**config.mk**
```make
export PLATFORM = sky130hd
export DESIGN_NAME = ct_had_dbgreq_ctrl
export DESIGN_NICKNAME = d
export VERILOG_FILES = /design/src/rtl/ct_had_dbgreq_ctrl.sv
export SDC_FILE = /design/constraint.sdc
export NUM_CORES = 1
export LEC_CHECK = 0
export ABC_AREA = 0
export ABC_CLOCK_PERIOD_IN_PS = 1620
export CELL_PAD_IN_SITES_DETAIL_PLACEMENT = 0
export CELL_PAD_IN_SITES_GLOBAL_PLACEMENT = 2
export CORE_UTILIZATION = 17
export CTS_BUF_LIST = sky130_fd_sc_hd__clkbuf_8
export CTS_CLUSTER_SIZE = 30
export DETAILED_ROUTE_END_ITERATION = 8
export GPL_TIMING_DRIVEN = 0
export PLACE_DENSITY_LB_ADDON = 0.1
export SKIP_CTS_REPAIR_TIMING = 1
export SLEW_MARGIN = 5
export SYNTH_ARGS = -nofsm -noshare
export SYNTH_HDL_FRONTEND = slang
export SYNTH_SLANG_ARGS = --single-unit
```
**constraint.sdc**
```tcl
create_clock -name cpuclk -period 1.62 [get_ports cpuclk]
set_input_delay 0.324 -clock cpuclk [delete_from_list [all_inputs] [get_ports cpuclk]]
set_output_delay 0.324 -clock cpuclk [all_outputs]
set_load 0.1 [all_outputs]
```
**src/rtl/ct_had_dbgreq_ctrl.sv**
```systemverilog
// HAD debug-request controller: arbitrates trace/breakpoint/JTAG halt requests,
// drives the registered RTU debug request and tracks halt status for HSR.
module ct_had_dbgreq_ctrl #(
  parameter int TMO_W     = 8,
  parameter int TMO_LIMIT = 200
) (
  input  logic        cpuclk,
  input  logic        cpurst_b,
  input  logic        trace_ctrl_req,
  input  logic        inst_bkpt_dbgreq,
  input  logic        jtag_halt_req,
  input  logic        rtu_yy_xx_dbgon,
  input  logic        ctrl_exit_dbg,
  input  logic        x_sm_xx_update_dr_en,
  input  logic        ir_xx_hsr_reg_sel,
  input  logic [63:0] ir_xx_wdata,
  output logic        had_rtu_dbg_req,
  output logic        dbgreq_ctrl_busy,
  output logic [2:0]  dbgreq_regs_reason,
  output logic        dbgreq_regs_ack_err,
  output logic [7:0]  dbgreq_regs_trace_cnt
);

  typedef enum logic [1:0] {
    ST_IDLE  = 2'b00,
    ST_REQ   = 2'b01,
    ST_DEBUG = 2'b10,
    ST_EXIT  = 2'b11
  } state_t;

  localparam logic [TMO_W-1:0] TMO_MAX    = TMO_W'(TMO_LIMIT);
  localparam logic [TMO_W-1:0] TMO_PRE    = TMO_W'(TMO_LIMIT - 1);
  localparam logic [2:0]       RSN_NONE   = 3'b000;
  localparam logic [2:0]       RSN_TRACE  = 3'b001;

  state_t            state_q, state_d;
  logic              req_q, req_d;
  logic [2:0]        reason_q, reason_d;
  logic [TMO_W-1:0]  tmo_q, tmo_d;
  logic              ack_err_q, ack_err_d;
  logic [7:0]        trace_cnt_q, trace_cnt_d;

  logic              any_req_s;
  logic [2:0]        req_reason_s;
  logic              hsr_wr_s;
  logic              ack_set_s;
  logic              trace_inc_s;
  logic              wdata_unused_s;

  function automatic logic [2:0] reason_enc(input logic jtag, input logic bkpt,
                                            input logic trace);
    logic [2:0] code;
    if (jtag)       code = 3'b100;
    else if (bkpt)  code = 3'b010;
    else if (trace) code = 3'b001;
    else            code = 3'b000;
    return code;
  endfunction

  assign any_req_s      = trace_ctrl_req | inst_bkpt_dbgreq | jtag_halt_req;
  assign req_reason_s   = reason_enc(jtag_halt_req, inst_bkpt_dbgreq, trace_ctrl_req);
  assign hsr_wr_s       = x_sm_xx_update_dr_en & ir_xx_hsr_reg_sel;
  assign wdata_unused_s = ^ir_xx_wdata[63:2];

  // Next-state and status update logic
  always_comb begin
    state_d     = state_q;
    req_d       = req_q;
    reason_d    = reason_q;
    tmo_d       = tmo_q;
    ack_set_s   = 1'b0;
    trace_inc_s = 1'b0;
    case (state_q)
      ST_IDLE: begin
        req_d = 1'b0;
        // An acknowledge already present means the core entered debug on its own
        if (rtu_yy_xx_dbgon) begin
          state_d  = ST_DEBUG;
          reason_d = RSN_NONE;
        end else if (any_req_s) begin
          state_d     = ST_REQ;
          reason_d    = req_reason_s;
          tmo_d       = {TMO_W{1'b0}};
          req_d       = 1'b1;
          trace_inc_s = (req_reason_s == RSN_TRACE);
        end else begin
          state_d = ST_IDLE;
        end
      end
      ST_REQ: begin
        if (rtu_yy_xx_dbgon) begin
          state_d = ST_DEBUG;
          req_d   = 1'b0;
        end else begin
          req_d = 1'b1;
          if (tmo_q != TMO_MAX) begin
            tmo_d     = tmo_q + TMO_W'(1);
            ack_set_s = (tmo_q == TMO_PRE);
          end else begin
            tmo_d = tmo_q;
          end
        end
      end
      ST_DEBUG: begin
        req_d = 1'b0;
        if (ctrl_exit_dbg)         state_d = ST_EXIT;
        else if (!rtu_yy_xx_dbgon) state_d = ST_IDLE;
        else                       state_d = ST_DEBUG;
      end
      ST_EXIT: begin
        req_d = 1'b0;
        if (!rtu_yy_xx_dbgon) state_d = ST_IDLE;
        else                  state_d = ST_EXIT;
      end
      default: begin
        state_d = ST_IDLE;
        req_d   = 1'b0;
      end
    endcase

    // Set beats clear; a clear coinciding with an increment leaves one count
    if (ack_set_s)                      ack_err_d = 1'b1;
    else if (hsr_wr_s && ir_xx_wdata[0]) ack_err_d = 1'b0;
    else                                ack_err_d = ack_err_q;

    if (trace_inc_s && hsr_wr_s && ir_xx_wdata[1])   trace_cnt_d = 8'd1;
    else if (hsr_wr_s && ir_xx_wdata[1])             trace_cnt_d = 8'd0;
    else if (trace_inc_s && trace_cnt_q != 8'hFF)    trace_cnt_d = trace_cnt_q + 8'd1;
    else                                             trace_cnt_d = trace_cnt_q;
  end

  // State and status registers with asynchronous clear
  always_ff @(posedge cpuclk or negedge cpurst_b) begin
    if (!cpurst_b) begin
      state_q     <= ST_IDLE;
      req_q       <= 1'b0;
      reason_q    <= 3'b000;
      tmo_q       <= {TMO_W{1'b0}};
      ack_err_q   <= 1'b0;
      trace_cnt_q <= 8'd0;
    end else begin
      state_q     <= state_d;
      req_q       <= req_d;
      reason_q    <= reason_d;
      tmo_q       <= tmo_d;
      ack_err_q   <= ack_err_d;
      trace_cnt_q <= trace_cnt_d;
    end
  end

  assign had_rtu_dbg_req       = req_q;
  assign dbgreq_ctrl_busy      = (state_q != ST_IDLE);
  assign dbgreq_regs_reason    = reason_q;
  assign dbgreq_regs_ack_err   = ack_err_q;
  assign dbgreq_regs_trace_cnt = trace_cnt_q;

endmodule

```
==> impl_metrics.toml <==
[status]
run_status = "finished with violations"
violations = "negative setup slack"

[timing]
finalClockSkew_ns = 0.00189
finalCriticalPeriod_ns = 1.83
worst_pin_slew_ns = 0.576
hold_violations = 0
fin_ws_ns = -0.212
setup_viol = 7
maxSlewHeadroom_pct = 61.6
finalCritPeriodShare_pct = 113
drv_slew = 0
rsz0062_at_grt = "true"
whs_ns = 0.0416
fmax_ghz = 0.546

[setup_path]
crit_slowest_cell = "or3_4"
cpPeakStageDelay_ns = 0.43
worst_ep_arrival_time_ns = 1.98
cp.required_ns = 1.77
start_kind = "flop"
cp_top_family = "simple AND/OR/NAND/NOR gates"
cp.buffers_inverters = 1
endpoint_kind = "flop"
path_class = "reg -> reg"
worstPathMaxFanout = 5
path_cells = "buf_8 -> or3b_4 -> or3_4 -> o311ai_2 -> o41ai_1"

[clock_tree]
clockBufferDepth = 2
htree_num_levels = 1
clock_latency_ns = 0.27
cts_made_buffers = 3
clkSlewWorstSetupHoldPaths_ns = 0.09
root_buffer = "clkbuf_8"
clock-sinks = 23
cts_tree = "yes"

[synth]
yosys.area_share.simple_pct = 30.4
postSynthAreaPerCell_um2 = 9.86
muxShareOfSynthArea_pct = 0
synth_edf_count = 0
synth_cells = 127
yosys.area.top_type_share_pct = 46.0
synth_top_family_by_area = "simple AND/OR/NAND/NOR gates"
synth_fa_ha_area_share_pct = 3.00
ys_top_cells_by_area = "dfrtp_1, nand2_1, xor2_1"
synth_area_um2 = 1250
ys.flop_type = "dfrtp_1"
syn_nets = 203
synth_largest_area_cell = "dfrtp_1"
yosys_warnings = 0
synth_async_sr_flop_share_pct = 100
synth_xor_area_share_pct = 4.20
synth.yosys.seq_area_share_pct = 46.0
ys_types = 42
synth_compound_area_share_pct = 13.7
ys_ff_latch = 23

[grt]
overflow = 0
grt_use_total_pct = 9.25
grt_max_degree = 24
antenna_found_initial = 0
grt_pass1_wl_um = 5480
grt_pass1_vias = 1071

[route]
vias = 1110
drt_iter0_drc = 13
drcViolationCount = 0
routed_via_density = 4.22
drt-total-wl_um = 3380
postRouteAntennaNets = 0
route.detailed.wl_per_inst_um = 12.9
first_pass_iters = 4

[run]
cap_violations = 0

[power_and_ir_drop]
combinationalPowerShare_pct = 42.7
p_sw_uw = 883
netSwitchingFraction_pct = 44.9
peakVddDrop_v = 0.000345
powerDensity_nw_per_um2 = 1070
p_leak_uw = 0.000783
p_seq_share_pct = 38.4
internal_power_uw = 1080
clkPwrFrac_pct = 18.9

[hold_path]
hp-class = "in -> async"

[placement]
dp_hpwl_um = 2340
dpl_cell_area_um2 = 1660
place_congestion = 0.698
io_buffers = 23
pre_cts_slack_ns = -0.624

[finish]
nets = 244
fillerInstances = 734
syn2layout_area_growth_pct = 46.3
drive_above_1_share_pct = 39.5
fin_area_um2 = 1830
diodes = 0

[floorplanning]
row_count = 30
start_util_pct = 18.0
core_area_um2 = 6940
fp.dieArea_um2 = 7710
die_w_um = 87.8
ios = 87
die_h_um = 87.8
cell usage in the layout (no fill, tap or decap), types with 7 or more instances in the layout:
cell type	netlist	routed
buf_4	0	11
clkbuf_2	1	13
clkdlybuf4s50_1	0	7
dfrtp_1	23	13
dfrtp_2	0	8
nand2_1	13	13
nand3_1	7	7
nor2_1	10	9
cell usage after synthesis, types with 2 or more instances:
cell and instances:
a21oi_1 7, o31ai_1 2, or3_4 2, a22oi_1 2
o21ai_0 4, and3_1 6, nand2_1 13, xor2_1 5
nand3_1 7, dfrtp_1 23, a211o_1 2, ha_1 3
inv_1 5, and4_1 2, nor2_1 10, nor3_1 2
nand4_1 5, o41ai_1 2, nand3b_1 2
cell type report:
type / count / area [um2] / share of cell area, %
clock inverter: 1 / 3.75 / 0.205
tap: 96 / 120 / 6.56
multi-input combinational: 97 / 756 / 41.3
clock buffer: 3 / 41.3 / 2.25
sequential: 23 / 593 / 32.4
timing repair buffer: 36 / 269 / 14.7
inverter: 5 / 22.5 / 1.23
buffer: 2 / 26.3 / 1.43
path summary, 6_finish.rpt:
check	slack [ns]	depth (start not counted)	startpoint	end
setup / recovery	-0.21	5	state_q[1]	dbgreq_regs_trace_cnt[6]
hold / removal	0.04	1	cpurst_b	dbgreq_regs_reason[0]
setup reg to reg	-0.21	5	state_q[1]	dbgreq_regs_trace_cnt[6]
hold reg to reg	0.50	2	dbgreq_regs_ack_err	dbgreq_regs_ack_err
max in group asynchronous	1.15	1	cpurst_b	dbgreq_regs_trace_cnt[1]
min in group cpuclk	0.31	2	rtu_yy_xx_dbgon	dbgreq_regs_reason[1]
worst reg2reg max path, delay by kind of cell, from the launching register on:
family                 cells  cell delay [ns]
AND/OR/NAND/NOR            2             0.83
flip-flops                 1             0.39
AO/OA/AOI/OAI              2             0.37
buffers and inverters      1             0.13
registers in the layout, summed over array words and instances, names as in the netlist:
signal and cells:
state_q 2, dbgreq_regs_trace_cnt 8, dbgreq_regs_ack_err 1, dbgreq_regs_reason 3, tmo_q 8, had_rtu_dbg_req 1
layer usage:
metal / vias to the layer above / routed length [um] / GRT usage, %
li1: 552 / - / -
met1: 547 / 1580 / 12.1
met2: 9 / 1700 / 15.3
met3: 2 / 75 / 2.36
met4: 0 / 26 / 2.24
met5: - / 0 / 0
power groups by stage:
stage | Clock (uW) | Sequential (uW) | Combinational, uW
6_report | 372 | 754 | 840
2_1_floorplan | 0 | 1080 | 270
3_3_place_gp | 0 | 764 | 802
3_5_place_dp | 0 | 766 | 803
4_1_cts | 402 | 754 | 803
5_1_grt | 412 | 771 | 898
cells by family after synthesis:
kind of cell	Yosys count
AND/OR/NAND/NOR	64
AO/OA/AOI/OAI	24
flip-flops	23
buffers and inverters	7
XOR/XNOR	6
adder cells (fa/ha/maj)	3
metrics by stage:
| step | util, % | setup TNS [ns] | total power [uW] | cells |
|---|---|---|---|---|
| 4_1_cts | 24.6 | -9.69 | 1960 | 250 |
| 3_3_place_gp | 23.9 | -13.01 | 1570 | 246 |
| 6_report | 26.4 | -0.668 | 1970 | 263 |
| 2_1_floorplan | - | -2.33 | 1350 | 127 |
| 3_5_place_dp | 23.9 | -13.28 | 1570 | 246 |
| 5_1_grt | 26.4 | -1.44 | 2080 | 263 |
(Power assumes the default switching activity.)
